$ cat src/rtl/alu_operand_collector.sv
// Operand collector ahead of the ALU core: gathers OPA/OPB (together or split), bounds the
// wait for the missing half, and presents one operation on a valid/ready port.
// Optional macro ALU_CMD_MISMATCH_CHECK_EN: drop split operations whose CMD/MODE changed.
module alu_operand_collector #(
    parameter int unsigned OP_WIDTH  = 8,
    parameter int unsigned CMD_WIDTH = 4,
    parameter int unsigned TIMEOUT   = 16
) (
    input  logic                 CLK,
    input  logic                 RST,
    input  logic                 CE,
    input  logic [1:0]           INP_VALID,
    input  logic [OP_WIDTH-1:0]  OPA,
    input  logic [OP_WIDTH-1:0]  OPB,
    input  logic [CMD_WIDTH-1:0] CMD,
    input  logic                 MODE,
    input  logic                 CIN,
    output logic                 IN_READY,
    output logic                 OUT_VALID,
    input  logic                 OUT_READY,
    output logic [OP_WIDTH-1:0]  OUT_OPA,
    output logic [OP_WIDTH-1:0]  OUT_OPB,
    output logic [CMD_WIDTH-1:0] OUT_CMD,
    output logic                 OUT_MODE,
    output logic                 OUT_CIN,
    output logic                 ERR_TIMEOUT,
    output logic                 ERR_MISMATCH
);

    localparam int unsigned CntW = $clog2(TIMEOUT + 1);
    localparam logic [CntW-1:0] TimeoutC = CntW'(TIMEOUT);

    typedef enum logic [1:0] {StIdle, StWaitA, StWaitB, StHold} state_e;

    state_e                 r_state, w_state_nxt;
    logic [CntW-1:0]        r_cnt, w_cnt_nxt, w_cnt_inc;
    logic [OP_WIDTH-1:0]    r_opa, w_opa_nxt;
    logic [OP_WIDTH-1:0]    r_opb, w_opb_nxt;
    logic [CMD_WIDTH-1:0]   r_cmd, w_cmd_nxt;
    logic                   r_mode, w_mode_nxt;
    logic                   r_cin, w_cin_nxt;
    logic                   r_err_to, w_err_to_nxt;
    logic                   w_err_mm_nxt;
    logic                   w_mismatch;
    logic                   w_done;

    assign IN_READY  = (r_state != StHold) || OUT_READY;
    assign OUT_VALID = (r_state == StHold);
    assign OUT_OPA   = r_opa;
    assign OUT_OPB   = r_opb;
    assign OUT_CMD   = r_cmd;
    assign OUT_MODE  = r_mode;
    assign OUT_CIN   = r_cin;
    assign ERR_TIMEOUT = r_err_to;

    assign w_cnt_inc = (r_cnt == TimeoutC) ? r_cnt : r_cnt + CntW'(1);

`ifdef ALU_CMD_MISMATCH_CHECK_EN
    // r_cmd/r_mode carry the first half's control while waiting.
    assign w_mismatch = (CMD != r_cmd) || (MODE != r_mode);

    logic r_err_mm;
    always_ff @(posedge CLK) begin
        if (RST) r_err_mm <= 1'b0;
        else     r_err_mm <= w_err_mm_nxt;
    end
    assign ERR_MISMATCH = r_err_mm;
`else
    assign w_mismatch   = 1'b0;
    assign ERR_MISMATCH = 1'b0;
`endif

    always_comb begin
        w_state_nxt  = r_state;
        w_cnt_nxt    = r_cnt;
        w_opa_nxt    = r_opa;
        w_opb_nxt    = r_opb;
        w_cmd_nxt    = r_cmd;
        w_mode_nxt   = r_mode;
        w_cin_nxt    = r_cin;
        w_err_to_nxt = 1'b0;
        w_err_mm_nxt = 1'b0;
        w_done       = 1'b0;
        // CE low freezes everything; only the error pulses fall back to 0.
        if (CE) begin
            unique case (r_state)
                StIdle, StHold: begin
                    if (IN_READY) begin
                        w_state_nxt = StIdle;
                        w_cnt_nxt   = '0;
                        case (INP_VALID)
                            2'b11: begin
                                w_opa_nxt   = OPA;
                                w_opb_nxt   = OPB;
                                w_cmd_nxt   = CMD;
                                w_mode_nxt  = MODE;
                                w_cin_nxt   = CIN;
                                w_state_nxt = StHold;
                            end
                            2'b01: begin
                                w_opa_nxt   = OPA;
                                w_state_nxt = StWaitB;
`ifdef ALU_CMD_MISMATCH_CHECK_EN
                                w_cmd_nxt   = CMD;
                                w_mode_nxt  = MODE;
`endif
                            end
                            2'b10: begin
                                w_opb_nxt   = OPB;
                                w_state_nxt = StWaitA;
`ifdef ALU_CMD_MISMATCH_CHECK_EN
                                w_cmd_nxt   = CMD;
                                w_mode_nxt  = MODE;
`endif
                            end
                            default: ;
                        endcase
                    end
                end
                StWaitA, StWaitB: begin
                    w_done = (r_state == StWaitA) ? INP_VALID[0] : INP_VALID[1];
                    if (w_done && w_mismatch) begin
                        w_err_mm_nxt = 1'b1;
                        w_state_nxt  = StIdle;
                        w_cnt_nxt    = '0;
                        w_opa_nxt    = '0;
                        w_opb_nxt    = '0;
                    end else if (w_done) begin
                        if (INP_VALID[0]) w_opa_nxt = OPA;
                        if (INP_VALID[1]) w_opb_nxt = OPB;
                        w_cmd_nxt   = CMD;
                        w_mode_nxt  = MODE;
                        w_cin_nxt   = CIN;
                        w_cnt_nxt   = '0;
                        w_state_nxt = StHold;
                    end else if (w_cnt_inc == TimeoutC) begin
                        w_err_to_nxt = 1'b1;
                        w_state_nxt  = StIdle;
                        w_cnt_nxt    = '0;
                        w_opa_nxt    = '0;
                        w_opb_nxt    = '0;
                    end else begin
                        w_cnt_nxt = w_cnt_inc;
                    end
                end
            endcase
        end
    end

    always_ff @(posedge CLK) begin
        if (RST) begin
            r_state  <= StIdle;
            r_cnt    <= '0;
            r_opa    <= '0;
            r_opb    <= '0;
            r_cmd    <= '0;
            r_mode   <= 1'b0;
            r_cin    <= 1'b0;
            r_err_to <= 1'b0;
        end else begin
            r_state  <= w_state_nxt;
            r_cnt    <= w_cnt_nxt;
            r_opa    <= w_opa_nxt;
            r_opb    <= w_opb_nxt;
            r_cmd    <= w_cmd_nxt;
            r_mode   <= w_mode_nxt;
            r_cin    <= w_cin_nxt;
            r_err_to <= w_err_to_nxt;
        end
    end

endmodule

$ cat config.mk
export PLATFORM = sky130hd
export DESIGN_NAME = alu_operand_collector
export DESIGN_NICKNAME = d
export VERILOG_FILES = /design/src/rtl/alu_operand_collector.sv
export SDC_FILE = /design/constraint.sdc
export NUM_CORES = 1
export LEC_CHECK = 0
export CORE_ASPECT_RATIO = 1.4
export CORE_UTILIZATION = 50
export CTS_BUF_LIST = sky130_fd_sc_hd__clkbuf_4
export CTS_CLUSTER_SIZE = 16
export DETAILED_ROUTE_END_ITERATION = 10
export PLACE_DENSITY = 0.95
export SYNTH_ARGS = -nofsm -noshare
export SYNTH_HDL_FRONTEND = slang
export SYNTH_SLANG_ARGS = --single-unit
$ cat constraint.sdc
create_clock -name CLK -period 4.91 [get_ports CLK]
set_input_delay 0.7365 -clock CLK [delete_from_list [all_inputs] [get_ports CLK]]
set_output_delay 0.7365 -clock CLK [all_outputs]
set_load 0.05 [all_outputs]
Word level (Yosys, flattened, before mapping)
Cells that the tools add are included.
{"block": "classes", "n_eq_ne": 17, "muxes": 35, "addsub": 1, "div": 0, "n_shift": 0, "bitwise_logic": 2, "order_cmp": 0, "n_mul": 0, "n_reduce_logical": 12}
{"cell": "8-bit 2-to-1 mux", "n": 9}
{"cell": "8-bit case mux with 2 select lines", "n": 2}
{"cell": "5-bit 2-to-1 mux", "n": 4}
{"cell": "4-bit 2-to-1 mux", "n": 3}
{"cell": "5-bit == test (second input constant)", "n": 2}
{"cell": "2-bit inequality test (second input constant)", "n": 5}
{"cell": "5-bit case mux with 2 select lines", "n": 1}
{"cell": "5-bit AND reduction", "n": 2}
{"cell": "3-bit inequality test (second input constant)", "n": 3}
{"cell": "2-bit == test (second input constant)", "n": 4}
{"cell": "1-bit 2-to-1 mux", "n": 8}
{"cell": "4-bit case mux with 2 select lines", "n": 1}
{"cell": "2-bit OR reduction", "n": 4}
{"cell": "2-bit 2-to-1 mux", "n": 3}
{"cell": "2-bit case mux with 3 select lines", "n": 1}
{"cell": "5-bit by 1-bit adder with 5-bit output (second input constant)", "n": 1}
{"cell": "2-bit by 1-bit == test with 1-bit output (second input constant)", "n": 2}
{"cell": "1-bit case mux with 2 select lines", "n": 2}
{"cell": "2-bit case mux with 2 select lines", "n": 1}
{"cell": "4-bit AND reduction", "n": 1}
{"cell": "4-bit OR reduction", "n": 1}
{"cell": "3-bit AND reduction", "n": 1}
{"cell": "2-bit zero test", "n": 1}
{"cell": "2-bit by 1-bit inequality test with 1-bit output (second input constant)", "n": 1}
{"cell": "other kinds (3)", "n": 4}
{"block": "totals", "out_inout_bits": 26, "ram_bits": 0, "latchBits": 0, "n_memories": 0, "input_bits": 28, "regBits": 30, "word_cells": 75, "mem_bits_ro": 0}

Logic depth before layout (Yosys ltp)
Gate-level depths: netlist (run 1).
{"block": "depth", "ltp_word": 6, "ltp_mapped": 8, "depth_no_buf": 7}

Least setup slack after synthesis (run 1)
No wires, ideal clock.
{"block": "synth_timing", "path_type": "reg2reg", "from": "register r_state[0]", "to": "register r_state[1]", "path_buffers": 2, "synth_period_minus_slack_ns": 2.450, "stages_incl_launch_ff": 8, "required_time_ns": 4.840, "arrival_ns": 2.380, "slack_ns": 2.460, "setup_ns": 0.070, "path_cell_list": "dfxtp_1 > ha_1 > nand2b_1 > nand2_1 > buf_1 > buf_1 > a21oi_1 > a21oi_1"}
{"block": "synth_via", "elab_chain_cells": 4, "word_cells_on_any_way": 14, "classes_between": "6 x eq/ne; 3 x mux; 5 x reduce/logical"}
{"item": "start, declared", "line_no": "35", "text": "state_e r_state, w_state_nxt;"}
{"item": "start signal, assigned", "line_no": "152", "text": "r_state <= StIdle;"}
{"item": "start signal, assigned", "line_no": "161", "text": "r_state <= w_state_nxt;"}
{"item": "2-bit == test (*)"}
{"item": "net OUT_VALID", "line_no": "19", "text": "output logic OUT_VALID,"}
{"item": "2-bit OR reduction (*)", "line_no": "86", "text": "unique case (r_state)"}
{"item": "2-bit inequality test (no line)"}
{"item": "3-bit AND reduction (no line)"}
Mark *: on every way through the listed nets, which the timed path passes. The rest lies on a longest branch.
A chain may end at the register's enable or synchronous reset.

Worst setup path in the final report (run 1)
{"block": "layout_timing", "from": "input port OUT_READY", "to": "output port IN_READY"}
{"block": "layout_via", "elab_chain_cells": 1}
{"item": "start, declared", "line_no": "20", "text": "input logic OUT_READY,"}
{"item": "1-bit logical OR", "line_no": "47", "text": "assign IN_READY = (r_state != StHold) || OUT_READY;"}
{"item": "end, declared", "line_no": "18", "text": "output logic IN_READY,"}
No other way between the ends.

==> results by group, run 1 <==
Run status
  • Status: complete, no violations

Floorplan
  • Placeable Area: 2910 sq um
  • Initial core utilization: 0.530
  • IO Count: 54
  • Chip width: 48.9 um
  • Die Ht: 67.7 um
  • Die Area: 3310 sq um
  • Site Rows: 23

GRT
  • Global route total overflow: 0
  • First-pass GRT wire length: 5920 um
  • Largest net degree at the start of global routing: 31
  • Met3 Track Usage GR: 0.0495
  • Vias in the first global route: 1401
  • Met2 usage: 0.451
  • Top Usage Layer GRT: met2
  • Initial antenna violation count: 0
  • Total global-route track usage: 0.234
  • Met1 usage: 0.236

Synthesis
  • Mapped Area: 1540 sq um
  • Register area share after synthesis: 0.390
  • Commonest cells post-synth: 30 x dfxtp_1, 22 x nand2_1, 18 x o21ai_0
  • Mapped Cells: 181
  • Synth Flop Type: dfxtp_1
  • Synth area leader: dfxtp_1
  • Syn nets: 214
  • Yosys warns: 0
  • Top cell type's share of synthesized area: 0.390
  • Async set or reset register ratio after synthesis: 0
  • Seq cells post-synth: 30
  • Syn_area_per_cell: 8.51 sq um
  • Cell with the most instances after synthesis: dfxtp_1
  • Synth area leaders: dfxtp_1 39%, a22oi_1 7.8%, nor2b_1 6.9%, o21ai_0 5.8%, nand2_1 5.4%
  • Post-synth EDFFs: 0
  • Yosys cell types: 33

Clock network
  • Bufs on Longest Clock Path: 2
  • Post-CTS Repair Setup Buffers: 0
  • PostCTS Resize Cnt: 0
  • CTS H-tree lvls: 2
  • Clock sink count: 30
  • Cts hold-fix bufs: 0
  • Skew-Pair Late Insertion Delay: 0.34 ns
  • CTS tree: done
  • Clock root buffer: clkbuf_4
  • Clk slew on worst S/H paths: 0.08 ns
  • Inserted Clock Buffers: 5

Placed design
  • Dpl hpwl: 2600 um
  • GPL Wtd Cong: 0.840
  • PortBufs: 52
  • Pre-CTS WS: 1.76 ns

Final layout
  • Layout cells sized above 1: 0.0647
  • Layout area overhead: 37.1%
  • Diodes inserted: 0
  • Final nets: 264

Drt
  • DR vias: 1467
  • Vias per cell: 5.45
  • DRC Markers: 0
  • Post-route ant nets: 0
  • WL per Instance: 13.4 um
  • Iteration count of the initial detailed-routing pass: 4
  • DRT iter0 DRCs: 37
  • Drt total wl: 3600 um

STA
  • Relative slew margins: 0.333
  • Final Hold Violating Endpoints: 0
  • Hold_ws: 0.501 ns
  • Least-Margin Pin Slew: 0.998 ns
  • Final Max Slew Viols: 0
  • Setup ws final: 2.04 ns
  • Final Skew: 0.0109 ns
  • Fmax: 349 MHz
  • Setup-failing EPs final: 0
  • RSZ-0062 raised after global routing: no
  • Final worst path period share: 0.584
  • Crit path time final: 2.87 ns
  • Setup TNS: 0 ns

Worst setup path
  • WS Path Type: in -> out
  • Critical-path maximum fanout: 3
  • CP Data Required Time: 4.17 ns
  • Worst Setup Start Kind: input port
  • Data arrival, critical path: 2.13 ns
  • Setup crit end kind: output port

Run
  • Number of max-cap violations: 0

Power
  • Worst VDD drop: 0.244 mV
  • PwrDens: 277 nW/um^2
  • Leak pwr: 0.745 nW
  • Total power: 0.585 mW

Worst hold path
  • Hold Path Class: reg -> reg
## power breakdown
part,switching [mW],internal (mW)
clock,0.0816,0.0591
combinational,0.106,0.0690
sequential,0.00996,0.260
## per-layer routing
layer,routed length [um],vias up
li1,-,732
met1,1420,685
met2,1950,44
met3,161,6
met4,70,0
met5,0,-
## through the flow
step                      instances  area (sq um)   util
after floorplan                 181          1540      -
after global placement          261          2060  0.708
after detailed placement        261          2060  0.708
after CTS                       269          2110  0.727
after global routing            269          2110  0.727
final                           269          2110  0.727
## flip-flops by register name (all words and copies together), names as in the netlist
name and count:
OUT_OPA 8, OUT_OPB 8, r_cnt 5, OUT_CMD 4
r_state 2, ERR_TIMEOUT 1, OUT_CIN 1, OUT_MODE 1
## cell families after synthesis
kind of cell	synth area share
AND/OR/NAND/NOR	0.256
other	0.00243
XOR/XNOR	0.0171
flip-flops	0.390
adder cells (fa/ha/maj)	0.0406
buffers and inverters	0.0463
AO/OA/AOI/OAI	0.202
multiplexers	0.0455
## path summary, 6_finish.rpt
check,start,to,slack [ns],cells past startpoint
worst max-delay path,OUT_READY,IN_READY,2.04,3
worst min-delay path,OUT_CMD[3],OUT_CMD[3],0.50,2
worst max register to register,r_state[0],OUT_OPB[1],2.38,6
worst min register to register,OUT_CMD[3],OUT_CMD[3],0.50,2
## worst max-delay path, stage by stage
cell	delay, ns
clkdlybuf4s50_1	0.45
nand2b_1	0.14
clkdlybuf4s50_1	0.81
## layout by cell type, fill, tap and decap left out
| cell | n |
|---|---|
| a211oi_1 | 3 |
| a21o_1 | 1 |
| a21oi_1 | 8 |
| a21oi_2 | 1 |
| a22oi_1 | 16 |
| and2_1 | 2 |
| and3b_2 | 1 |
| and4bb_4 | 1 |
| buf_4 | 1 |
| clkbuf_4 | 6 |
| clkdlybuf4s50_1 | 52 |
| clkinv_1 | 1 |
| clkinv_2 | 1 |
| conb_1 | 1 |
| dfxtp_1 | 30 |
| ha_1 | 5 |
| inv_1 | 4 |
| mux2i_1 | 7 |
| nand2_1 | 22 |
| nand2b_1 | 1 |
| nand3_1 | 5 |
| nand3b_1 | 1 |
| nor2_1 | 13 |
| nor2b_1 | 17 |
| nor3_1 | 3 |
| nor3_4 | 1 |
| nor4_1 | 1 |
| nor4b_2 | 2 |
| o211ai_1 | 2 |
| o21ai_0 | 18 |
| o21bai_1 | 1 |
| or3_4 | 1 |
| xnor2_1 | 2 |
| xor2_1 | 1 |
## layout make-up
cell class | instances | area (sq um)
clock buffers | 6 | 45.0
multi-input cells | 137 | 868
repair buffers | 53 | 528
clock inverters | 2 | 8.76
flip-flops and latches | 30 | 601
inverters | 4 | 15.0
fillers | 233 | 795
well taps | 37 | 46.3
No activity file was read; power rests on OpenSTA's default activity.
==> run 2: changes to the inputs <==
- CORE_UTILIZATION: 50 -> 46
- PLACE_DENSITY: 0.95 -> 0.92
- clock period: 4.91 -> 2.7 ns (I/O delays scaled with it)
==> results by group, run 2 (synthesis results as in run 1) <==
Run status
  • Status: complete, no violations (unchanged)

Worst setup path
  • Worst r2r src: r_cnt[0] (was r_state[0])
  • Setup crit end kind: flip-flop (was output port)
  • Slowest cell on the critical path: nor3_4 (was clkdlybuf4s50_1)
  • CP Data Required Time: 2.89 ns (was 4.17 ns)
  • WS Path Type: reg -> reg (was in -> out)
  • Setup crit start: r_cnt[0] (was OUT_READY)
  • Worst Setup Start Kind: flip-flop (was input port)
  • CP Cell Sequence: inv_1 -> ha_1 -> a211oi_1 -> a211oi_1 -> or3_4 -> nor3_4 -> o21ai_0 (was clkdlybuf4s50_1 -> nand2b_1 -> clkdlybuf4s50_1)
  • CP max stage delay: 0.54 ns (was 0.81 ns)
  • Top cell by count, worst path: a211oi_1 (was clkdlybuf4s50_1)
  • Critical-path maximum fanout: 17 (was 3)
  • Data arrival, critical path: 2.61 ns (was 2.13 ns)

Final layout
  • Most frequent cells in the layout: 52 x clkdlybuf4s50_1, 30 x dfxtp_1, 22 x nand2_1, 18 x o21ai_0, 17 x nor2b_1 (unchanged)
  • Finished Layout Cells: 275 (was 269)
  • Most common cell after layout, fill and taps aside: clkdlybuf4s50_1 (unchanged)
  • Fin util: 0.680 (was 0.727)
  • Fillers: 246 (was 233)
  • Diodes inserted: 0 (unchanged)
  • Layout area overhead: 39.2% (was 37.1%)
  • Final nets: 268 (was 264)
  • Layout cells sized above 1: 0.0805 (was 0.0647)

Floorplan
  • Initial core utilization: 0.488 (was 0.530)
  • Die Ht: 70.5 um (was 67.7 um)
  • IO Count: 54 (unchanged)
  • Placeable Area: 3150 sq um (was 2910 sq um)
  • Site Rows: 24 (was 23)
  • Chip width: 50.9 um (was 48.9 um)
  • Die Area: 3590 sq um (was 3310 sq um)

STA
  • Least-Margin Pin Slew: 0.746 ns (was 0.998 ns)
  • Final Hold Violating Endpoints: 0 (unchanged)
  • Setup TNS: 0 ns (unchanged)
  • Final Skew: 0.00411 ns (was 0.0109 ns)
  • Final Max Slew Viols: 0 (unchanged)
  • RSZ-0062 raised after global routing: no (unchanged)
  • Crit path time final: 2.42 ns
  • Setup-failing EPs final: 0 (unchanged)
  • Fmax: 413 MHz
  • Final worst path period share: 0.897
  • Relative slew margins: 0.501 (was 0.333)

Placed design
  • PortBufs: 52 (unchanged)
  • Dpl hpwl: 2700 um (was 2600 um)
  • GPL Wtd Cong: 0.809 (was 0.840)
  • DP Cell Count: 267 (was 261)

Worst hold path
  • Hold Startpoint: OUT_CIN (was OUT_CMD[3])
  • Hold Path Class: reg -> reg (unchanged)

GRT
  • Largest net degree at the start of global routing: 18 (was 31)
  • Vias in the first global route: 1443 (was 1401)
  • Global route total overflow: 0 (unchanged)
  • Total global-route track usage: 0.232 (was 0.234)
  • First-pass GRT wire length: 6240 um (was 5920 um)
  • Initial antenna violation count: 0 (unchanged)

Power
  • PwrDens: 500 nW/um^2 (was 277 nW/um^2)
  • Leak pwr: 0.764 nW (was 0.745 nW)
  • Worst VDD drop: 0.433 mV (was 0.244 mV)

Drt
  • DRT iter0 DRCs: 40 (was 37)
  • WL per Instance: 13.4 um (about the same)
  • DRC Markers: 0 (unchanged)
  • Drt total wl: 3680 um (was 3600 um)
  • Iteration count of the initial detailed-routing pass: 4 (unchanged)
  • Post-route ant nets: 0 (unchanged)
  • Vias per cell: 5.39 (was 5.45)
  • DR vias: 1482 (was 1467)

Clock network
  • Cts hold-fix bufs: 0 (unchanged)
  • CTS tree: done (unchanged)
  • CTS H-tree lvls: 2 (unchanged)
  • Inserted Clock Buffers: 5 (unchanged)
  • Clk slew on worst S/H paths: 0.09 ns (was 0.08 ns)
  • Clock root buffer: clkbuf_4 (unchanged)
  • Clock sink count: 30 (unchanged)
  • Skew-Pair Late Insertion Delay: 0.33 ns (was 0.34 ns)
  • Bufs on Longest Clock Path: 2 (unchanged)
  • PostCTS Resize Cnt: 0 (unchanged)
  • Post-CTS Repair Setup Buffers: 0 (unchanged)

Run
  • Number of max-cap violations: 0 (unchanged)
[run 2: cell types whose count changed in the layout (fill, tap and decap cells not counted)]
cell	before	now
buf_4	1	5
[run 2: layout make-up]
| type | count | area (sq um) | share of cell area |
|---|---|---|---|
| clock inverters | 2 | 8.76 | 0.00408 |
| multi-input cells | 137 | 868 | 0.405 |
| well taps | 39 | 48.8 | 0.0228 |
| inverters | 4 | 15.0 | 0.00700 |
| repair buffers | 57 | 558 | 0.260 |
| flip-flops and latches | 30 | 601 | 0.280 |
| clock buffers | 6 | 45.0 | 0.0210 |
[run 2: power by group]
group,internal [mW],switching (mW)
sequential,0.473,0.0182
combinational,0.130,0.194
clock,0.108,0.152
total,0.710,0.363
[run 2: through the flow]
| step | setup slack, ns | total power, mW | hold WS (ns) | cell area [sq um] |
|---|---|---|---|---|
| 6_report | 0.279 | 1.07 | 0.503 | 2140 |
| 5_1_grt | 0.123 | 1.13 | 0.527 | 2140 |
| 4_1_cts | 0.272 | 1.08 | 0.505 | 2140 |
| 3_5_place_dp | 0.303 | 0.824 | 0.484 | 2090 |
| 3_3_place_gp | 0.407 | 0.817 | 0.471 | 2090 |
| 2_1_floorplan | 0.250 | 0.702 | 0.470 | 1540 |
[run 2: critical path, delay by kind of cell (launching register included)]
| kind | cells | cell delay [ns] |
|---|---|---|
| AOI/OAI and AO/OA | 3 | 0.56 |
| adders and majority gates | 1 | 0.22 |
| buffers and inverters | 1 | 0.10 |
| DFF | 1 | 0.43 |
| and+or+nand+nor | 2 | 0.95 |
[run 2: path summary, 6_finish.rpt]
check,end,slack [ns],cells past startpoint
hold reg to reg,OUT_CIN,0.50,2
setup / recovery,OUT_OPB[4],0.28,7
setup reg to reg,OUT_OPB[4],0.28,7
hold / removal,OUT_CIN,0.50,2
[run 2: metal layers]
layer,up-vias,routed length (um),GRT usage
li1,743,-,-
met1,690,1530,0.266
met2,41,1910,0.385
met3,8,144,0.0588
met4,0,91,0.120
met5,-,0,0
==> run 3: changes to the inputs <==
- MAX_ROUTING_LAYER: default -> met4
==> results by group, run 3 (synthesis results as in run 1) <==
Run status
  • Status: complete, no violations (unchanged)

GRT
  • Largest net degree at the start of global routing: 18 (unchanged)
  • Initial antenna violation count: 0 (unchanged)
  • Vias in the first global route: 1443 (unchanged)
  • Global route total overflow: 0 (unchanged)
  • First-pass GRT wire length: 6250 um (was 6240 um)
  • Total global-route track usage: 0.238 (was 0.232)

STA
  • Fmax: 416 MHz (was 413 MHz)
  • Final Hold Violating Endpoints: 0 (unchanged)
  • Final Max Slew Viols: 0 (unchanged)
  • Setup-failing EPs final: 0 (unchanged)
  • Least-Margin Pin Slew: 0.751 ns (was 0.746 ns)
  • Relative slew margins: 0.498 (was 0.501)
  • Crit path time final: 2.41 ns (was 2.42 ns)
  • Final worst path period share: 0.891 (was 0.897)
  • Final Skew: 0.00434 ns (was 0.00411 ns)
  • RSZ-0062 raised after global routing: no (unchanged)
  • Setup TNS: 0 ns (unchanged)

Final layout
  • Fillers: 246 (unchanged)
  • Layout area overhead: 39.2% (unchanged)
  • Layout cells sized above 1: 0.0805 (unchanged)
  • Diodes inserted: 0 (unchanged)
  • Design Area, Final: 2140 sq um (unchanged)
  • Register Area: 601 sq um (unchanged)
  • Multi-input logic area: 868 sq um (unchanged)
  • Most frequent cells in the layout: 52 x clkdlybuf4s50_1, 30 x dfxtp_1, 22 x nand2_1, 18 x o21ai_0, 17 x nor2b_1 (unchanged)
  • Final nets: 268 (unchanged)
  • Finished Layout Cells: 275 (unchanged)
  • Most common cell after layout, fill and taps aside: clkdlybuf4s50_1 (unchanged)

Clock network
  • Clk slew on worst S/H paths: 0.09 ns (about the same)
  • Skew-Pair Late Insertion Delay: 0.33 ns (about the same)
  • Cts hold-fix bufs: 0 (unchanged)
  • Inserted Clock Buffers: 5 (unchanged)
  • Clock root buffer: clkbuf_4 (unchanged)
  • CTS H-tree lvls: 2 (unchanged)
  • CTS tree: done (unchanged)
  • PostCTS Resize Cnt: 0 (unchanged)
  • Bufs on Longest Clock Path: 2 (unchanged)
  • Clock sink count: 30 (unchanged)
  • Post-CTS Repair Setup Buffers: 0 (unchanged)

Worst setup path
  • Worst Setup Start Kind: flip-flop (unchanged)
  • Data arrival, critical path: 2.59 ns (was 2.61 ns)
  • WS Path Type: reg -> reg (unchanged)
  • Worst setup path end: OUT_OPB[4] (unchanged)
  • CP Data Required Time: 2.89 ns (about the same)
  • Setup crit start: r_cnt[0] (unchanged)
  • Worst r2r dst: OUT_OPB[4] (unchanged)
  • Reg2reg setup slack: 0.29 ns (was 0.28 ns)
  • Setup crit end kind: flip-flop (unchanged)
  • Reg2reg path depth: 7 (unchanged)
  • Critical-path maximum fanout: 17 (unchanged)
  • Worst r2r src: r_cnt[0] (unchanged)

Drt
  • Drt total wl: 3680 um (about the same)
  • Post-route ant nets: 0 (unchanged)
  • Vias per cell: 5.39 (about the same)
  • DRT iter0 DRCs: 40 (unchanged)
  • DRC Markers: 0 (unchanged)
  • Iteration count of the initial detailed-routing pass: 4 (unchanged)
  • DR vias: 1483 (was 1482)
  • WL per Instance: 13.4 um (about the same)

Run
  • Number of max-cap violations: 0 (unchanged)

Floorplan
  • Site Rows: 24 (unchanged)
  • Die Ht: 70.5 um (unchanged)
  • Placeable Area: 3150 sq um (unchanged)
  • Initial core utilization: 0.488 (unchanged)
  • Die Area: 3590 sq um (unchanged)
  • IO Count: 54 (unchanged)
  • Chip width: 50.9 um (unchanged)

Placed design
  • Placed cell area: 2090 sq um (unchanged)
  • PortBufs: 52 (unchanged)
  • DP Cell Count: 267 (unchanged)
  • Dpl hpwl: 2700 um (unchanged)
  • GPL Wtd Cong: 0.821 (was 0.809)

Power
  • Total power: 1.07 mW (about the same)
  • Leak pwr: 0.764 nW (unchanged)
  • Worst VDD drop: 0.433 mV (about the same)
  • PwrDens: 500 nW/um^2 (about the same)

Worst hold path
  • Hold Path Class: reg -> reg (unchanged)
run 3: cell counts in the layout (fill, tap and decap cells not counted):
No cell type changed its count.
run 3: layout make-up:
cell class / count / share of cell area
clock inverter: 2 / 0.00408
inverter: 4 / 0.00700
timing repair buffer: 57 / 0.260
tap: 39 / 0.0228
multi-input combinational: 137 / 0.405
clock buffer: 6 / 0.0210
sequential: 30 / 0.280
run 3: power breakdown:
group	leakage (nW)	switching, mW	internal (mW)
registers	0.245	0.0181	0.473
clock network	0.0331	0.151	0.108
logic	0.486	0.194	0.130
run 3: stage by stage:
stage,util,worst slack [ns],hold slack (ns)
after floorplan,-,0.250,0.470
after global placement,0.663,0.407,0.471
after detailed placement,0.663,0.303,0.484
after CTS,0.680,0.272,0.505
after global routing,0.680,0.123,0.527
final,0.680,0.293,0.503
run 3: how the worst min path moves through the flow:
stage	start	end	slack [ns]	cells after the start
global route	OUT_CMD[3]	OUT_CMD[3]	0.53	2
global placement	OUT_CMD[1]	OUT_CMD[1]	0.47	2
floorplan	r_cnt[4]	r_cnt[4]	0.47	2
CTS	OUT_CIN	OUT_CIN	0.51	2
finish	OUT_CIN	OUT_CIN	0.50	2
detailed placement	OUT_CIN	OUT_CIN	0.48	2
run 3: per-layer routing:
metal | track usage | up-vias | wire length [um]
met3 | 0.0588 | 8 | 145
met4 | 0.120 | 0 | 91
li1 | - | 742 | -
met2 | 0.385 | 42 | 1910
met1 | 0.266 | 691 | 1530
met5 | - | - | 0
run 3: worst max-delay path, cell delays in order, from the launching register on:
cell,delay (ns)
dfxtp_1,0.42
inv_1,0.10
ha_1,0.22
a211oi_1,0.26
a211oi_1,0.08
or3_4,0.41
nor3_4,0.54
o21ai_0,0.22
